`src/rtl/parking_manager.sv`:
```
// Occupancy manager for a shared university/general lot with an hour-dependent capacity split.
// Optional build macro PARKING_EVICT_EN: clamp over-capacity counts to capacity on the next edge.
module parking_manager #(
    parameter int TOTAL_SPACES = 700,
    parameter int HOUR_CYCLES  = 700,
    parameter int START_HOUR   = 8
) (
    input  logic       CLK,
    input  logic       Start,
    input  logic       car_entered,
    input  logic       is_uni_car_entered,
    input  logic       car_exited,
    input  logic       is_uni_car_exited,
    output logic [9:0] uni_parked_car,
    output logic [9:0] parked_car,
    output logic [9:0] uni_vacated_space,
    output logic [9:0] vacated_space,
    output logic       uni_is_vacated_space,
    output logic       is_vacated_space,
    output logic       overflow_uni,
    output logic       overflow,
    output logic       rejected_uni,
    output logic       rejected,
    output logic [4:0] hour
);

    localparam int CW = (HOUR_CYCLES > 1) ? $clog2(HOUR_CYCLES) : 1;
    localparam logic [CW-1:0] LAST_CYCLE = CW'(HOUR_CYCLES - 1);
    localparam logic [4:0]    RESET_HOUR = 5'(START_HOUR);

    typedef struct packed {
        logic       rej;
        logic [9:0] cnt;
    } upd_t;

    function automatic logic [9:0] uni_cap_f(input logic [4:0] h);
        logic [9:0] c;
        if (h >= 5'd8 && h <= 5'd12) c = 10'd500;
        else if (h == 5'd13)         c = 10'd450;
        else if (h == 5'd14)         c = 10'd400;
        else if (h == 5'd15)         c = 10'd350;
        else                         c = 10'd200;
        return c;
    endfunction

    function automatic logic [9:0] gen_cap_f(input logic [4:0] h);
        return 10'(TOTAL_SPACES) - uni_cap_f(h);
    endfunction

    function automatic logic [9:0] free_f(input logic [9:0] cap, input logic [9:0] cnt);
        return (cnt > cap) ? 10'd0 : cap - cnt;
    endfunction

    // Exit is applied first so a same-class exit can make room for the entry.
    function automatic upd_t class_update(input logic [9:0] cnt, input logic [9:0] cap,
                                          input logic ent, input logic ext);
        upd_t       r;
        logic [9:0] after;
        after = (ext && cnt != 10'd0) ? cnt - 10'd1 : cnt;
        r.cnt = after;
        r.rej = 1'b0;
        if (ent) begin
            if (after < cap) r.cnt = after + 10'd1;
            else             r.rej = 1'b1;
        end
`ifdef PARKING_EVICT_EN
        if (cnt > cap) r.cnt = cap;
`endif
        return r;
    endfunction

    logic [CW-1:0] cyc_q, cyc_d;
    logic [4:0]    hour_q, hour_d;
    logic [9:0]    uni_cnt_q, uni_cnt_d, gen_cnt_q, gen_cnt_d;
    logic [9:0]    uni_free_q, uni_free_d, gen_free_q, gen_free_d;
    logic          uni_ovf_q, uni_ovf_d, gen_ovf_q, gen_ovf_d;
    logic          uni_rej_q, uni_rej_d, gen_rej_q, gen_rej_d;
    logic [9:0]    uni_cap_now, gen_cap_now, uni_cap_next, gen_cap_next;
    upd_t          uni_upd, gen_upd;

    always_comb begin
        cyc_d  = cyc_q + CW'(1);
        hour_d = hour_q;
        if (cyc_q == LAST_CYCLE) begin
            cyc_d  = '0;
            hour_d = (hour_q == 5'd23) ? 5'd0 : hour_q + 5'd1;
        end

        uni_cap_now = uni_cap_f(hour_q);
        gen_cap_now = gen_cap_f(hour_q);

        uni_upd = class_update(uni_cnt_q, uni_cap_now,
                               car_entered & is_uni_car_entered,
                               car_exited & is_uni_car_exited);
        gen_upd = class_update(gen_cnt_q, gen_cap_now,
                               car_entered & ~is_uni_car_entered,
                               car_exited & ~is_uni_car_exited);

        uni_cnt_d = uni_upd.cnt;
        gen_cnt_d = gen_upd.cnt;
        uni_rej_d = uni_upd.rej;
        gen_rej_d = gen_upd.rej;

        // Status is derived from the post-update counts and the post-update hour.
        uni_cap_next = uni_cap_f(hour_d);
        gen_cap_next = gen_cap_f(hour_d);
        uni_free_d   = free_f(uni_cap_next, uni_cnt_d);
        gen_free_d   = free_f(gen_cap_next, gen_cnt_d);
        uni_ovf_d    = uni_cnt_d > uni_cap_next;
        gen_ovf_d    = gen_cnt_d > gen_cap_next;
    end

    always_ff @(posedge CLK) begin
        if (Start) begin
            cyc_q      <= '0;
            hour_q     <= RESET_HOUR;
            uni_cnt_q  <= '0;
            gen_cnt_q  <= '0;
            uni_free_q <= uni_cap_f(RESET_HOUR);
            gen_free_q <= gen_cap_f(RESET_HOUR);
            uni_ovf_q  <= 1'b0;
            gen_ovf_q  <= 1'b0;
            uni_rej_q  <= 1'b0;
            gen_rej_q  <= 1'b0;
        end else begin
            cyc_q      <= cyc_d;
            hour_q     <= hour_d;
            uni_cnt_q  <= uni_cnt_d;
            gen_cnt_q  <= gen_cnt_d;
            uni_free_q <= uni_free_d;
            gen_free_q <= gen_free_d;
            uni_ovf_q  <= uni_ovf_d;
            gen_ovf_q  <= gen_ovf_d;
            uni_rej_q  <= uni_rej_d;
            gen_rej_q  <= gen_rej_d;
        end
    end

    assign uni_parked_car       = uni_cnt_q;
    assign parked_car           = gen_cnt_q;
    assign uni_vacated_space    = uni_free_q;
    assign vacated_space        = gen_free_q;
    assign uni_is_vacated_space = uni_free_q != 10'd0;
    assign is_vacated_space     = gen_free_q != 10'd0;
    assign overflow_uni         = uni_ovf_q;
    assign overflow             = gen_ovf_q;
    assign rejected_uni         = uni_rej_q;
    assign rejected             = gen_rej_q;
    assign hour                 = hour_q;

endmodule

```
`config.mk`:
```
export PLATFORM = sky130hd
export DESIGN_NAME = parking_manager
export DESIGN_NICKNAME = d
export VERILOG_FILES = /design/src/rtl/parking_manager.sv
export SDC_FILE = /design/constraint.sdc
export NUM_CORES = 1
export LEC_CHECK = 0
export ABC_AREA = 1
export BUFFER_PORTS_ARGS = -buffer_cell sky130_fd_sc_hd__clkbuf_2
export CAP_MARGIN = 20
export CORE_MARGIN = 2
export CORE_UTILIZATION = 55
export CTS_CLUSTER_DIAMETER = 30
export DETAILED_ROUTE_END_ITERATION = 6
export GPL_TIMING_DRIVEN = 0
export PLACE_DENSITY = 0.76
export SLEW_MARGIN = 40
export SYNTH_ARGS = -nofsm -noshare
export SYNTH_HDL_FRONTEND = slang
export SYNTH_SLANG_ARGS = --single-unit
```
`constraint.sdc`:
```
create_clock -name CLK -period 5.8 [get_ports CLK]
set_input_delay 1.45 -clock CLK [delete_from_list [all_inputs] [get_ports CLK]]
set_output_delay 1.45 -clock CLK [all_outputs]
set_load 0.02 [all_outputs]
```
# Yosys cells after proc, flatten, opt, wreduce, memory -nomap -nowiden
# Index checks and enable logic that the tools add are counted.
[totals]
reg_bits = 59
in_bits = 6
[classes]
n_addsub = 10
order_cmp = 8
eq_ne = 8
mux = 20
bitwise = 8
reduce_logical = 13
[ops]
columns = ["operator", "n"]
rows = [
  ["$mux 9", 9],
  ["$mux 10", 6],
  ["$reduce_bool 10->1", 4],
  ["$add 10x1->10 const B", 3],
  ["$eq 5x4->1 const B", 6],
  ["$gt 10x10->1", 2],
  ["$lt 10x10->1", 2],
  ["$sub 10x1->10 const B", 2],
  ["$sub 10x10->10 const A", 2],
  ["$eq 10x10->1 const B", 1],
  ["$ge 5x4->1 const B", 2],
  ["$le 5x4->1 const B", 2],
  ["$mux 5", 2],
  ["$reduce_or 2->1", 5],
  ["$sub 10x10->10", 1],
  ["$sub 9x10->10", 1],
  ["$mux 8", 1],
  ["$add 5x1->5 const B", 1],
  ["$eq 5x5->1 const B", 1],
  ["$and 1x1->1", 4],
  ["$logic_and 1x1->1", 4],
  ["$not 1->1", 4],
  ["$mux 1", 2],
]

# Logic depth before layout (Yosys ltp)
[depth]
depth_word = 11
ltp_mapped = 31
ltp_nobuf = 31

# Least setup slack after synthesis
# OpenSTA, ideal clock, no wires.
[synth_timing]
kind = "input to register"
start = "input car_exited"
end = "register gen_free_q[2], in the netlist vacated_space[2]"
setup_ns = 0.070
arrival_time_ns = 4.888
required_time_ns = 5.730
path_slack_ns = 0.842
path_stages = 27
n_path_buf = 0
cell_sequence = "inv_1 > nor2_1 > nand2_4 > nor2_1 > nand3_1 > nor3_1 > xor2_1 > inv_1 > ha_1 > a21oi_1 > o21ai_0 > nor2_1 > nand3_2 > inv_2 > nand2_2 > nor2_4 > nand3_1 > xor2_1 > ha_1 > inv_1 > nor3_1 > nand3_1 > o2111ai_1 > nand2_1 > inv_1 > o21ai_0 > a21oi_1"
[synth_between]
elab_chain_cells = 8
[synth_lines]
columns = ["item", "line_no", "text"]
rows = [
  ["start, declared", "12", "input logic car_exited,"],
  ["$and 1x1->1 *", "97", "car_exited & ~is_uni_car_exited);"],
  ["$logic_and 1x1->1 *", "59", "after = (ext && cnt != 10'd0) ? cnt - 10'd1 : cnt;"],
  ["$mux 10 *", "59", ""],
  ["$add 10x1->10 or $lt 10x10->1 (tied branches)", "63", "if (after < cap) r.cnt = after + 10'd1;"],
  ["$mux 10", "63", ""],
  ["$mux 10 *", "62", "if (ent) begin"],
  ["$gt 10x10->1", "51", "return (cnt > cap) ? 10'd0 : cap - cnt;"],
  ["$reduce_or 2->1 (no source line)", "-", ""],
  ["end signal, assigned", "120", "gen_free_q <= gen_cap_f(RESET_HOUR);"],
  ["end signal, assigned", "131", "gen_free_q <= gen_free_d;"],
  ["end, declared", "75", "logic [9:0] uni_free_q, uni_free_d, gen_free_q, gen_free_d;"],
]
# Every way passes the cells marked *; elsewhere a longest branch is shown, timed or not.
# A chain may end at the register's enable or synchronous reset.

# Final worst setup path
# Ends and elaborated chain as after synthesis.

==> flow_summary_export.csv <==
group,metric,value,unit
outcome,outcome,"finished clean",
timing,finalSetupViolCount,0,
pwr,power.ir.vdd_worst,361,uV
yosys,number_of_flops_mapped_to_enable_cells_by_yosys,0,
grt,grt_pass1_wl,18.2,mm
layout,n_antenna_cell,0,
setup_path,critical_path_launch_point_type,"primary input",
die,floorplan_die_area,9120,um^2
layout,post-route-util,64.8,%
placement,gp_congestion,0.939,
grt,grt_most_used_layer,"met2",
die,effective_utilization_at_floorplan,56.3,%
clock_tree,post_cts_hold_buffer_count,0,
clock_tree,clock_insertion_delay_worst_skew,350,ps
grt,grt_util_met2,43.5,%
die,boundaryPins,57,
timing,slew-limit-headroom,57.5,%
grt,antenna_found_initial,0,
placement,hpwl_reported_at_the_end_of_detailed_placement,9.14,mm
timing,fmaxAchievable,0.185,GHz
drt,postRouteAntennaNets,0,
die,num_rows,33,
yosys,synth_top_flop_cell,"sky130_fd_sc_hd__dfxtp_1",
yosys,postSynthAreaPerCell,6.91,um^2
yosys,post_synth_main_area_contributors,"sky130_fd_sc_hd__dfxtp_1 (26%), sky130_fd_sc_hd__ha_1 (14%), sky130_fd_sc_hd__nand2_1 (9.7%)",
grt,grt_pass1_vias,4075,
die,die_width,95.5,um
yosys,postSynth.asyncResetShare,0,%
timing,final_min_period_over_clock_period,93.3,%
clock_tree,tritoncts_clock_tree,"yes",
grt,global_route.usage.total,25.7,%
setup_path,criticalPathCategory,"primary input to flop",
timing,final.setup_skew,9.71,ps
clock_tree,cts.root.buffer_cell,"sky130_fd_sc_hd__clkbuf_8",
clock_tree,cts_buffers,9,
yosys,synth_nets,726,
clock_tree,worst_setup_hold_path_clk_slew,70,ps
setup_path,critPathArrivalTime,5680,ps
die,coreArea,8180,um^2
clock_tree,ctsLongestPathBuffers,2,
drt,drt-vias-per-instance,5.20,
yosys,synth_area_leader_cell,"sky130_fd_sc_hd__dfxtp_1",
setup_path,worstSetupEndpointType,"flop",
drt,drt_wl_total,11.1,mm
drt,dr_total_vias,4382,
yosys,post_synth_inst_count,666,
placement,placement.setup.worst_slack,-72.0,ps
layout,syn2layout_area_growth,15.1,%
timing,finalHoldViolations,0,
placement,buffer_ports.inserted,55,
layout,final_layout_size_suffix_gt1_share,16.8,%
layout,most_common_cell_after_layout_fill_and_taps_aside,"sky130_fd_sc_hd__nand2_1",
yosys,synth_top_area_share,25.7,%
timing,rsz0062_at_grt,"no",
yosys,seq_area_frac_synth,25.7,%
yosys,ys_warn_count,0,
yosys,syn_area,4600,um^2
clock_tree,cts_sinks,59,
worst_hold_path,hold_path_class,"flop to flop",
flow_run,max_cap_viol_count,0,
setup_path,critPathMaxFanout,8,
grt,total_congestion_overflow,0,
drt,avgRoutedWirePerCell,13.2,um
layout,nNetsFinal,792,
grt,grt_max_degree,11,
pwr,power_leakage,2.72,nW
yosys,synth-seq-cells,59,
drt,drtIter0Drc,209,
clock_tree,cts_resized,0,
yosys,distinct_cell_type_count_of_the_synthesized_netlist,46,
layout,most-common-layout-cells,"sky130_fd_sc_hd__nand2_1 (118), sky130_fd_sc_hd__inv_1 (104), sky130_fd_sc_hd__nor2_1 (91)",
timing,fin_worst_hold_slack,450,ps
drt,drc_errors,0,
grt,use_met3,5.30,%
timing,worst_pin_slew,631,ps
drt,drt_pre_antenna_iters,5,
timing,report.final.slew_viol_count,0,
clock_tree,htree_levels,3,
grt,use_met1,33.2,%
clock_tree,postCtsSetupRepairBufs,0,
timing,final.setup.worst_slack,390,ps
die,die_height,95.5,um
setup_path,r2r_setup_slack,850,ps
timing,period_minus_slack,5410,ps
pwr,power_density,685,nW/um^2
setup_path,worst_path_required_time,6070,ps
per-layer routing:
layer  wire length [um]  vias to the layer above  share of wire, %
met5                  0                        -                 0
met3                689                       14               6.2
met1               5030                     1989                45
met4                157                        0               1.4
met2               5260                      119                47
li1                   -                     2260                 -
synth_stat cells (6+ instances only):
cell,count
sky130_fd_sc_hd__nand3_1,29
sky130_fd_sc_hd__nand2_1,119
sky130_fd_sc_hd__dfxtp_1,59
sky130_fd_sc_hd__nand4_1,12
sky130_fd_sc_hd__nor2_2,11
sky130_fd_sc_hd__nor4_1,6
sky130_fd_sc_hd__nor3_1,18
sky130_fd_sc_hd__a21oi_1,34
sky130_fd_sc_hd__inv_1,104
sky130_fd_sc_hd__ha_1,52
sky130_fd_sc_hd__nor2_1,92
sky130_fd_sc_hd__xor2_1,36
sky130_fd_sc_hd__inv_2,8
sky130_fd_sc_hd__o21ai_0,21
worst max-delay path, stage by stage:
cell	delay (ps)
sky130_fd_sc_hd__clkbuf_2	90
sky130_fd_sc_hd__inv_1	40
sky130_fd_sc_hd__nor2_2	170
sky130_fd_sc_hd__nand2_4	110
sky130_fd_sc_hd__nor4_2	230
sky130_fd_sc_hd__xor2_1	470
sky130_fd_sc_hd__ha_1	340
sky130_fd_sc_hd__a21o_1	170
sky130_fd_sc_hd__nand3_1	60
sky130_fd_sc_hd__a21oi_1	70
sky130_fd_sc_hd__nor2_1	190
sky130_fd_sc_hd__nand3_2	150
sky130_fd_sc_hd__inv_2	100
sky130_fd_sc_hd__nand2_1	80
sky130_fd_sc_hd__nor2_2	150
sky130_fd_sc_hd__nand4_1	110
sky130_fd_sc_hd__xor2_1	190
sky130_fd_sc_hd__ha_1	380
sky130_fd_sc_hd__nand2_1	100
sky130_fd_sc_hd__nor3_1	210
sky130_fd_sc_hd__nand3_1	110
sky130_fd_sc_hd__o2111ai_1	190
sky130_fd_sc_hd__nand2_2	180
sky130_fd_sc_hd__inv_1	110
sky130_fd_sc_hd__o21ai_0	90
sky130_fd_sc_hd__a21oi_1	130
kinds of logic after synthesis:
kind of cell               after synthesis  share of synthesized area (%)
and+or+nand+nor                        317                           32.0
buffers and inverters                  117                           9.62
AOI/OAI and AO/OA                       77                           9.59
DFF                                     59                           25.7
adders and majority gates               54                           15.0
xor gates and xnor gates                40                           7.93
other                                    2                          0.163
report_power, final:
part | internal [mW] | switching, mW
clock | 0.320 | 0.170
sequential | 0.540 | 0.106
combinational | 0.867 | 1.63
total | 1.73 | 1.90
path summary, 6_finish.rpt:
kind	cells past startpoint	to	start
min	1	cyc_q[0]$_SDFF_PP0_	cyc_q[0]$_SDFF_PP0_
min reg2reg	1	cyc_q[0]$_SDFF_PP0_	cyc_q[0]$_SDFF_PP0_
max	26	vacated_space[2]$_SDFF_PP0_	car_exited
max reg2reg	28	vacated_space[2]$_SDFF_PP0_	parked_car[0]$_SDFF_PP0_
per-stage QoR:
step           power [mW]  instance area (um^2)  setup TNS (ps)  instances
2_1_floorplan        2.53                  4600               0        666
3_3_place_gp         3.04                  5010           -97.0        826
3_5_place_dp         3.10                  5010            -594        826
4_1_cts              3.60                  5270               0        842
5_1_grt              3.99                  5300               0        842
6_report             3.63                  5300               0        842
state kept, by name (all words and copies together) (netlist names):
name / flops
cyc_q: 10
hour: 5
overflow: 1
overflow_uni: 1
parked_car: 10
rejected: 1
rejected_uni: 1
uni_parked_car: 10
uni_vacated_space: 10
vacated_space: 10
layout make-up:
cell class              count  area, um^2
clock buffers              12         165
fillers                   777        2870
flip-flops and latches     59        1180
repair buffers             55         275
inverters                 112         420
plain buffers               5        22.5
clock inverters             4        95.1
multi-input cells         490        3010
well taps                 105         131
No activity file was read; power rests on OpenSTA's default activity.
